[src/rtl/issue_ctrl_if.sv]
// Issue-stage bundle between the IF FIFO / decode heads and the dual-issue scheduler.
`default_nettype none

interface issue_ctrl_if;
  logic       fifo_valid0;
  logic       fifo_valid1;
  logic       s0_wb_en;
  logic [4:0] s0_wb_dest;
  logic [4:0] s0_rs;
  logic [4:0] s0_rt;
  logic       s0_is_branch;
  logic       s0_is_priv;
  logic       s1_simple;
  logic [4:0] s1_wb_dest;
  logic [4:0] s1_rs;
  logic [4:0] s1_rt;
  logic       ex_is_load;
  logic [4:0] ex_load_dest;
  logic       mem_busy;
  logic       exc_req;
  logic [1:0] pop_cnt;
  logic       slave_real;
  logic       en_id_ex;
  logic       en_ex_mem;
  logic       en_mem_wb;
  logic       flush;

  modport master (
    output fifo_valid0, fifo_valid1, s0_wb_en, s0_wb_dest, s0_rs, s0_rt,
           s0_is_branch, s0_is_priv, s1_simple, s1_wb_dest, s1_rs, s1_rt,
           ex_is_load, ex_load_dest, mem_busy, exc_req,
    input  pop_cnt, slave_real, en_id_ex, en_ex_mem, en_mem_wb, flush
  );

  modport slave (
    input  fifo_valid0, fifo_valid1, s0_wb_en, s0_wb_dest, s0_rs, s0_rt,
           s0_is_branch, s0_is_priv, s1_simple, s1_wb_dest, s1_rs, s1_rt,
           ex_is_load, ex_load_dest, mem_busy, exc_req,
    output pop_cnt, slave_real, en_id_ex, en_ex_mem, en_mem_wb, flush
  );
endinterface

`default_nettype wire

[src/rtl/issue_ctrl.sv]
// Dual-issue scheduler: pop count, slave routing, shared stage enables/flush, perf counters.
// rst is active-low and asynchronous.
`default_nettype none

module issue_ctrl #(
  parameter bit DUAL_EN = 1'b1,
  parameter int CNT_W   = 32
) (
  input  wire logic             clk,
  input  wire logic             rst,
  issue_ctrl_if.slave           bus,
  output logic [1:0]            state,
  output logic [CNT_W-1:0]      dual_cnt,
  output logic [CNT_W-1:0]      stall_cnt
);

  typedef enum logic [1:0] {
    RUN     = 2'd0,
    MEMWAIT = 2'd1,
    FLUSH   = 2'd2
  } state_e;

  state_e           state_q, state_d;
  logic [CNT_W-1:0] dual_cnt_q, dual_cnt_d;
  logic [CNT_W-1:0] stall_cnt_q, stall_cnt_d;

  logic       s0_load_use, s1_load_use, raw_hit, waw_hit, dual_ok;
  logic [1:0] pop_cnt;
  logic       en_id_ex, en_ex_mem, en_mem_wb, flush;

  // Branches never block pairing: the delay slot rides in the slave.
  logic unused_branch;
  assign unused_branch = bus.s0_is_branch;

  assign s0_load_use = bus.ex_is_load && (bus.ex_load_dest != 5'd0) &&
                       ((bus.ex_load_dest == bus.s0_rs) || (bus.ex_load_dest == bus.s0_rt));
  assign s1_load_use = bus.ex_is_load && (bus.ex_load_dest != 5'd0) &&
                       ((bus.ex_load_dest == bus.s1_rs) || (bus.ex_load_dest == bus.s1_rt));
  assign raw_hit     = bus.s0_wb_en && (bus.s0_wb_dest != 5'd0) &&
                       ((bus.s0_wb_dest == bus.s1_rs) || (bus.s0_wb_dest == bus.s1_rt));
  assign waw_hit     = bus.s0_wb_en && (bus.s0_wb_dest != 5'd0) &&
                       (bus.s0_wb_dest == bus.s1_wb_dest);
  assign dual_ok     = DUAL_EN && bus.fifo_valid1 && bus.s1_simple && !bus.s0_is_priv &&
                       !raw_hit && !waw_hit && !s1_load_use;

  always_comb begin
    state_d   = state_q;
    pop_cnt   = 2'd0;
    en_id_ex  = 1'b1;
    en_ex_mem = 1'b1;
    en_mem_wb = 1'b1;
    flush     = 1'b0;
    if (!rst) begin
      state_d = RUN;
    end else if (bus.exc_req) begin
      flush   = 1'b1;
      state_d = FLUSH;
    end else begin
      unique case (state_q)
        FLUSH: begin
          flush   = 1'b1;
          state_d = RUN;
        end
        MEMWAIT: begin
          en_id_ex  = 1'b0;
          en_ex_mem = 1'b0;
          en_mem_wb = 1'b0;
          if (!bus.mem_busy) state_d = RUN;
        end
        default: begin
          if (bus.mem_busy) begin
            en_id_ex  = 1'b0;
            en_ex_mem = 1'b0;
            en_mem_wb = 1'b0;
            state_d   = MEMWAIT;
          end else if (s0_load_use) begin
            en_id_ex = 1'b0;
          end else if (bus.fifo_valid0) begin
            pop_cnt = dual_ok ? 2'd2 : 2'd1;
          end
        end
      endcase
    end
  end

  always_comb begin
    dual_cnt_d  = dual_cnt_q;
    stall_cnt_d = stall_cnt_q;
    if ((pop_cnt == 2'd2) && (dual_cnt_q != '1))
      dual_cnt_d = dual_cnt_q + CNT_W'(1);
    if (bus.fifo_valid0 && (pop_cnt == 2'd0) && (stall_cnt_q != '1))
      stall_cnt_d = stall_cnt_q + CNT_W'(1);
  end

  always_ff @(posedge clk or negedge rst) begin
    if (!rst) begin
      state_q     <= RUN;
      dual_cnt_q  <= '0;
      stall_cnt_q <= '0;
    end else begin
      state_q     <= state_d;
      dual_cnt_q  <= dual_cnt_d;
      stall_cnt_q <= stall_cnt_d;
    end
  end

  assign bus.pop_cnt    = pop_cnt;
  assign bus.slave_real = (pop_cnt == 2'd2);
  assign bus.en_id_ex   = en_id_ex;
  assign bus.en_ex_mem  = en_ex_mem;
  assign bus.en_mem_wb  = en_mem_wb;
  assign bus.flush      = flush;
  assign state          = state_q;
  assign dual_cnt       = dual_cnt_q;
  assign stall_cnt      = stall_cnt_q;

endmodule

`default_nettype wire

[src/flat_wrapper.sv]
// flat-port wrapper written by rule: the top's interface ports become plain ports
module issue_ctrl_flat 
#(
  parameter bit DUAL_EN = 1'b1,
  parameter int CNT_W   = 32
)
  (clk, rst, state, dual_cnt, stall_cnt, bus_fifo_valid0, bus_fifo_valid1, bus_s0_wb_en, bus_s0_wb_dest, bus_s0_rs, bus_s0_rt, bus_s0_is_branch, bus_s0_is_priv, bus_s1_simple, bus_s1_wb_dest, bus_s1_rs, bus_s1_rt, bus_ex_is_load, bus_ex_load_dest, bus_mem_busy, bus_exc_req, bus_pop_cnt, bus_slave_real, bus_en_id_ex, bus_en_ex_mem, bus_en_mem_wb, bus_flush);
  issue_ctrl_if bus_i ();
  input  wire logic clk;
  input  wire logic rst;
  output logic [1:0] state;
  output logic [CNT_W-1:0] dual_cnt;
  output logic [CNT_W-1:0] stall_cnt;
  input wire logic [$bits(bus_i.fifo_valid0)-1:0] bus_fifo_valid0;
  input wire logic [$bits(bus_i.fifo_valid1)-1:0] bus_fifo_valid1;
  input wire logic [$bits(bus_i.s0_wb_en)-1:0] bus_s0_wb_en;
  input wire logic [$bits(bus_i.s0_wb_dest)-1:0] bus_s0_wb_dest;
  input wire logic [$bits(bus_i.s0_rs)-1:0] bus_s0_rs;
  input wire logic [$bits(bus_i.s0_rt)-1:0] bus_s0_rt;
  input wire logic [$bits(bus_i.s0_is_branch)-1:0] bus_s0_is_branch;
  input wire logic [$bits(bus_i.s0_is_priv)-1:0] bus_s0_is_priv;
  input wire logic [$bits(bus_i.s1_simple)-1:0] bus_s1_simple;
  input wire logic [$bits(bus_i.s1_wb_dest)-1:0] bus_s1_wb_dest;
  input wire logic [$bits(bus_i.s1_rs)-1:0] bus_s1_rs;
  input wire logic [$bits(bus_i.s1_rt)-1:0] bus_s1_rt;
  input wire logic [$bits(bus_i.ex_is_load)-1:0] bus_ex_is_load;
  input wire logic [$bits(bus_i.ex_load_dest)-1:0] bus_ex_load_dest;
  input wire logic [$bits(bus_i.mem_busy)-1:0] bus_mem_busy;
  input wire logic [$bits(bus_i.exc_req)-1:0] bus_exc_req;
  output wire logic [$bits(bus_i.pop_cnt)-1:0] bus_pop_cnt;
  output wire logic [$bits(bus_i.slave_real)-1:0] bus_slave_real;
  output wire logic [$bits(bus_i.en_id_ex)-1:0] bus_en_id_ex;
  output wire logic [$bits(bus_i.en_ex_mem)-1:0] bus_en_ex_mem;
  output wire logic [$bits(bus_i.en_mem_wb)-1:0] bus_en_mem_wb;
  output wire logic [$bits(bus_i.flush)-1:0] bus_flush;
  assign bus_i.fifo_valid0 = bus_fifo_valid0;
  assign bus_i.fifo_valid1 = bus_fifo_valid1;
  assign bus_i.s0_wb_en = bus_s0_wb_en;
  assign bus_i.s0_wb_dest = bus_s0_wb_dest;
  assign bus_i.s0_rs = bus_s0_rs;
  assign bus_i.s0_rt = bus_s0_rt;
  assign bus_i.s0_is_branch = bus_s0_is_branch;
  assign bus_i.s0_is_priv = bus_s0_is_priv;
  assign bus_i.s1_simple = bus_s1_simple;
  assign bus_i.s1_wb_dest = bus_s1_wb_dest;
  assign bus_i.s1_rs = bus_s1_rs;
  assign bus_i.s1_rt = bus_s1_rt;
  assign bus_i.ex_is_load = bus_ex_is_load;
  assign bus_i.ex_load_dest = bus_ex_load_dest;
  assign bus_i.mem_busy = bus_mem_busy;
  assign bus_i.exc_req = bus_exc_req;
  assign bus_pop_cnt = bus_i.pop_cnt;
  assign bus_slave_real = bus_i.slave_real;
  assign bus_en_id_ex = bus_i.en_id_ex;
  assign bus_en_ex_mem = bus_i.en_ex_mem;
  assign bus_en_mem_wb = bus_i.en_mem_wb;
  assign bus_flush = bus_i.flush;
  issue_ctrl #(.DUAL_EN(DUAL_EN), .CNT_W(CNT_W)) u_core (.clk(clk), .rst(rst), .bus(bus_i), .state(state), .dual_cnt(dual_cnt), .stall_cnt(stall_cnt));
endmodule
[config.mk]
export PLATFORM = sky130hd
export DESIGN_NAME = issue_ctrl_flat
export DESIGN_NICKNAME = d
export VERILOG_FILES = /design/src/rtl/issue_ctrl_if.sv /design/src/rtl/issue_ctrl.sv /design/src/flat_wrapper.sv
export SDC_FILE = /design/constraint.sdc
export NUM_CORES = 1
export LEC_CHECK = 0
export BUFFER_PORTS_ARGS = -buffer_cell sky130_fd_sc_hd__buf_2
export CAP_MARGIN = 15
export CELL_PAD_IN_SITES_DETAIL_PLACEMENT = 0
export CELL_PAD_IN_SITES_GLOBAL_PLACEMENT = 1
export CORE_UTILIZATION = 36
export CTS_CLUSTER_SIZE = 28
export DETAILED_ROUTE_END_ITERATION = 8
export PLACE_DENSITY_LB_ADDON = 0.25
export SYNTH_ARGS = -nofsm -noshare
export SYNTH_HDL_FRONTEND = slang
export SYNTH_SLANG_ARGS = --single-unit
[constraint.sdc]
create_clock -name clk -period 2.5 [get_ports clk]
set_clock_uncertainty 0.15 [all_clocks]
set_input_delay 0.25 -clock clk [delete_from_list [all_inputs] [get_ports clk]]
set_output_delay 0.25 -clock clk [all_outputs]
set_load 0.01 [all_outputs]
* Word level (Yosys, flattened, before mapping) *
Index checks and enable logic that the tools add are counted.
W data, S select, Z words.

storage, ports and cells
  bits in latches = 0
  bits in registers = 66
  ROM bits = 0
  RAM bits = 0
  output and inout port bits = 73
  memories kept = 0
  logic and storage cells = 69
  input bits = 46

operators by class
  $lt $le $gt $ge = 0
  shift-type cells = 0
  mux-type cells = 24
  divide/modulo/power cells = 0
  add/sub/neg operators = 2
  bitwise gates (word level) = 0
  equal/unequal tests = 14
  $mul = 0
  reductions and logical operators = 26

operator list
  operator                 count
  $add A32 B1 Y32 const B  2
  $ne A32 B32 Y1 const B   2
  $eq A5 B5 Y1             7
  $mux W2                  11
  $logic_and A1 B1 Y1      14
  $mux W1                  10
  $reduce_bool A5 Y1       2
  $ne A5 B1 Y1 const B     1
  $eq A2 B2 Y1 const B     2
  $logic_not A1 Y1         4
  $ne A4 B4 Y1 const B     1
  $pmux W1 S2              2
  $pmux W2 S2              1
  $logic_or A1 B1 Y1       3
  $eq A2 B1 Y1 const B     1
  $logic_not A2 Y1         1
  $reduce_and A2 Y1        1
  $reduce_or A2 Y1         1

* Logic depth before layout (Yosys ltp) *
  depth after elaboration = 17
  gate-level depth with buffers = 10
  depth with buffers taken out = 8

* Least setup slack after synthesis *
Ideal clock, no wire load.

  path type = input -> register
  start = input port bus_ex_load_dest[2]
  end = register u_core.dual_cnt_q[1] (netlist: u_core.dual_cnt[1])
  stages = 8
  path buffers = 2
  required time = 2.225 ns
  setup slack = -0.177 ns
  library setup time = 0.125 ns
  arrival = 2.402 ns
  cell sequence = buf_2 -> or4_4 -> o21ai_4 -> a21oi_2 -> or4_4 -> buf_6 -> nor3_1 -> mux2_2

between the ends
  longest elaborated chain between the ends = 14
  elaborated cells between the ends (all ways) = 21
  those cells by class = eq/ne: 5; mux: 7; reduce/logical: 9

ends and longest elaborated chain
  item                                                       RTL line                                              text
  start, declared                                            flat_wrapper.sv:27                                    input wire logic [$bits(bus_i.ex_load_dest)-1:0] bus_ex_load_dest;
  $eq A5 B5 Y1 or $reduce_bool A5 Y1 (tied branches)         issue_ctrl.sv:38, issue_ctrl.sv:35, issue_ctrl.sv:37
  $logic_or A1 B1 Y1 or $logic_and A1 B1 Y1 (tied branches)  issue_ctrl.sv:38, issue_ctrl.sv:35, issue_ctrl.sv:37
  $logic_and A1 B1 Y1                                        issue_ctrl.sv:37                                      assign s1_load_use = bus.ex_is_load && (bus.ex_load_dest != 5'd0) &&
  $logic_not A1 Y1                                           issue_ctrl.sv:44                                      !raw_hit && !waw_hit && !s1_load_use;
  $logic_and A1 B1 Y1                                        issue_ctrl.sv:44
  $mux W2                                                    issue_ctrl.sv:79                                      pop_cnt = dual_ok ? 2'd2 : 2'd1;
  $mux W2                                                    issue_ctrl.sv:78                                      end else if (bus.fifo_valid0) begin
  $mux W2 *                                                  issue_ctrl.sv:76                                      end else if (s0_load_use) begin
  $mux W2 *                                                  issue_ctrl.sv:71                                      if (bus.mem_busy) begin
  $mux W2 *                                                  issue_ctrl.sv:59                                      unique case (state_q)
  $mux W2 *                                                  issue_ctrl.sv:55                                      end else if (bus.exc_req) begin
  $mux W2 *                                                  issue_ctrl.sv:53                                      if (!rst) begin
  $eq A2 B2 Y1 *                                             issue_ctrl.sv:89                                      if ((pop_cnt == 2'd2) && (dual_cnt_q != '1))
  $logic_and A1 B1 Y1 *                                      issue_ctrl.sv:89
  end signal, assigned                                       issue_ctrl.sv:102                                     dual_cnt_q <= dual_cnt_d;
  end, declared                                              issue_ctrl.sv:24                                      logic [CNT_W-1:0] dual_cnt_q, dual_cnt_d;

Mark *: on every way between the ends. The rest lies on a longest branch, timed or not.
A chain may end at the register's enable or synchronous reset.

* Final worst setup path *
  start = input port bus_ex_load_dest[4]
  end = output port bus_pop_cnt[0]

between the ends
  longest elaborated chain between the ends = 12
  elaborated cells between the ends (all ways) = 19
  those cells by class = eq/ne: 4; mux: 7; reduce/logical: 8

ends and longest elaborated chain
  item                                                       RTL line                                              text
  $eq A5 B5 Y1 or $reduce_bool A5 Y1 (tied branches)         issue_ctrl.sv:38, issue_ctrl.sv:35, issue_ctrl.sv:37
  $logic_or A1 B1 Y1 or $logic_and A1 B1 Y1 (tied branches)  issue_ctrl.sv:38, issue_ctrl.sv:35, issue_ctrl.sv:37
  $logic_and A1 B1 Y1                                        issue_ctrl.sv:37
  $logic_not A1 Y1                                           issue_ctrl.sv:44
  $logic_and A1 B1 Y1                                        issue_ctrl.sv:44
  $mux W2                                                    issue_ctrl.sv:79
  $mux W2                                                    issue_ctrl.sv:78
  $mux W2 *                                                  issue_ctrl.sv:76
  $mux W2 *                                                  issue_ctrl.sv:71
  $mux W2 *                                                  issue_ctrl.sv:59
  $mux W2 *                                                  issue_ctrl.sv:55
  $mux W2 *                                                  issue_ctrl.sv:53
  end, declared                                              flat_wrapper.sv:30                                    output wire logic [$bits(bus_i.pop_cnt)-1:0] bus_pop_cnt;

Marked as above.

==> results.md <==
- Gpl congestion: 0.787
- P&R area growth vs syn: 39.1%
- Die width: 107 µm
- Int Pwr: 1.73 mW
- Pwr dens: 445 nW/µm²
- DRC viols: 0
- Post-synth top area cell: dfrtp_1
- Worst Setup SP: bus_ex_load_dest[4]
- YS warnings: 0
- FF-to-FF End: u_core.dual_cnt[28]
- Post-synthesis register bit count: 66
- WS Path Type: primary input to output port
- Synthesized net count: 436
- Synth Flop Type: dfrtp_1
- Antenna cell count: 0
- H-tree depth: 3
- Sequential area share after synthesis: 41.3%
- Pwr Total: 2.47 mW
- Longest Clk Path Bufs: 2
- Register share of total power: 48.2%
- CTS buffer count: 9
- Gr ovfl total: 0
- Maximum fanout along the worst path: 11
- Syn avg cell area: 10.3 µm²
- DR iter-0 viols: 147
- Worst Setup End Kind: output port
- Final core utilization: 51.3%
- Worst skew pair latency: 350 ps
- Antenna-violating nets left: 0
- Fillcell total: 1022
- Fmax achieved: 0.403 GHz
- Maximum VDD drop: 399 µV
- Reg2Reg Depth: 6
- WL/cell: 14.6 µm
- Die H: 107 µm
- Crit path to: bus_pop_cnt[0]
- Fin crit share: 99.3%
- EDFF count, synth: 0
- Clk root buf: clkbuf_8
- Core region area: 10800 µm²
- Die area: 11500 µm²
- WP data required: 2100 ps
- Outcome: finished, final reports clean
- Worst r2r src: u_core.dual_cnt[19]
- Share of the synthesized area in the top cell type: 41.3%
- HP Class: primary input to flop
- Finish-stage setup viols: 0
- Max Cap Viol: 0
- FP Rows: 38
- DR vias: 3507
- Worst slew pin tran: 642 ps
- Worst Setup Start Kind: primary input
- GRT Total Usage: 18.9%
- Main area contributors after synthesis: dfrtp_1 41%, xor2_1 14%, nor4_2 7.2%, xnor2_1 6.6%, nand3_1 4.0%
- I/O Buffers: 117
- Largest net degree at the start of global routing: 69
- Clock slew at reported path FFs: 80 ps
- Switch Pwr: 0.747 mW
- Sw Ratio: 30.2%
- Hold Fails Final Rpt: 0
- Unrepaired setup endpoints after global routing: yes
- Reg-to-reg slack, setup: 110 ps
- Combinational share of power: 17.8%
- Max-slew headroom: 57.2%
- Via-per-instance ratio: 5.00
- Critical Path AT: 2080 ps
- Pre-antenna DRT Iters: 4
- Cell area after synthesis: 4000 µm²
- First-pass GRT wire length: 17.1 mm
- Ys async rst share: 100%
- Max-slew violations: 0
- Count of cell types in the netlist: 40
- Final HPWL DP: 7.66 mm
- Syn Inst Count: 386
- Clock Power Share: 34.0%
- CTS tree: built
- Share of cells above drive strength 1: 42.3%
- Vias in the first global route: 3549
- CTS sink count: 66
- LEAKAGE: 2.77 nW
- Fin nets: 607
- IO Pins: 119
- Final min period: 2480 ps
- Routed wire length: 10.3 mm
- Initial antenna violation count: 0
- Initial Utilization: 36.9%
kinds of logic after synthesis:
kind of cell               share of synthesized area (%)
and+or+nand+nor                                     28.8
xor gates and xnor gates                            20.8
DFF                                                 41.3
buffers and inverters                               4.04
AOI/OAI and AO/OA                                   2.35
muxes                                               1.38
adders and majority gates                           1.25
synthesized netlist by cell type (3+ instances only):
master and number:
nand2b_1 3, clkbuf_1 10, nand2_1 26, nand4_1 17, and3_1 16, xor2_1 65
and4_1 6, o21ai_0 3, inv_1 4, or4_1 5, xnor2_1 30, nor3_1 17
ha_1 4, and2_1 3, dfrtp_1 66, nand3_1 32, nor4_1 4, buf_6 3
nor4_2 23, mux2_2 4, buf_2 4, nor2_1 17
critical path, cell delays in order:
cell and delay, ps:
buf_6 90, or4_4 530, o21ai_4 160, a21oi_2 50, or4_4 560, buf_12 170
nor2b_1 120, buf_2 140
worst min path at each step:
stage / from / end / cells after the start
floorplan: rst / u_core.dual_cnt[0] / 0
global placement: u_core.dual_cnt[19] / u_core.dual_cnt[19] / 1
detailed placement: u_core.stall_cnt[31] / u_core.stall_cnt[31] / 1
CTS: bus_exc_req / u_core.state[1] / 3
global route: bus_exc_req / u_core.state[1] / 3
finish: bus_exc_req / u_core.state[1] / 3
stage by stage:
| step | TNS, ps | setup slack [ps] | std cells | instance area, µm² | hold WS [ps] |
|---|---|---|---|---|---|
| floorplan | -1520 | -113 | 386 | 4230 | -196 |
| global placement | -2390 | -154 | 681 | 5280 | 323 |
| detailed placement | -3030 | -202 | 681 | 5280 | 330 |
| CTS | 0 | 11.8 | 702 | 5540 | 18.6 |
| global route | -22.5 | -22.5 | 702 | 5560 | 41.6 |
| finish | 0 | 18.3 | 702 | 5560 | 29.0 |
power groups by stage:
stage,sequential [mW],clock (mW),combinational [mW]
final,1.19,0.841,0.441
after CTS,1.19,0.864,0.444
after floorplan,1.23,0,0.219
after global routing,1.20,0.924,0.492
after global placement,1.21,0,0.420
after detailed placement,1.21,0,0.430
registers in the layout, indices dropped and copies added, names as in the netlist:
signal / flops
u_core.dual_cnt: 32
u_core.state: 2
u_core.stall_cnt: 32
cell type report:
type	instances	area (µm²)	area share (%)
clock inverter	6	42.5	0.765
timing repair buffer	182	1150	20.7
inverter	4	15.0	0.270
tap	140	175	3.15
clock buffer	10	138	2.48
sequential	66	1650	29.7
multi-input combinational	294	2380	42.9
repair_timing:
item / 4_1_cts / 5_1_grt
hold endpoints to repair: 2 / 0
pin swaps: 3 / 1
endpoints found under the setup margin: 4 / 6
buffers inserted: 3 / 0
gates cloned: 1 / 0
gates resized for setup: 3 / 3
hold buffers: 1 / 0
per-layer routing:
metal / track usage, % / vias up / part of all wire [%]
met4: 6.95 / 0 / 2.0
met3: 4.42 / 19 / 4.6
met1: 22.7 / 1709 / 43
met2: 32.8 / 77 / 50
li1: - / 1702 / -
met5: 0 / - / 0
cells in the final DEF (no fill, tap or decap), types with 4 or more instances in the layout:
cell type	count
and3_1	15
and4_1	6
buf_2	116
buf_4	58
clkbuf_8	10
dfrtp_1	66
inv_1	4
mux2_2	4
nand2_1	26
nand3_1	32
nand4_1	17
nor2_1	15
nor3_1	16
nor4_2	7
nor4_4	18
or4_4	4
xnor2_1	30
xor2_1	65
Note: power is estimated with default switching activity, not from simulation.
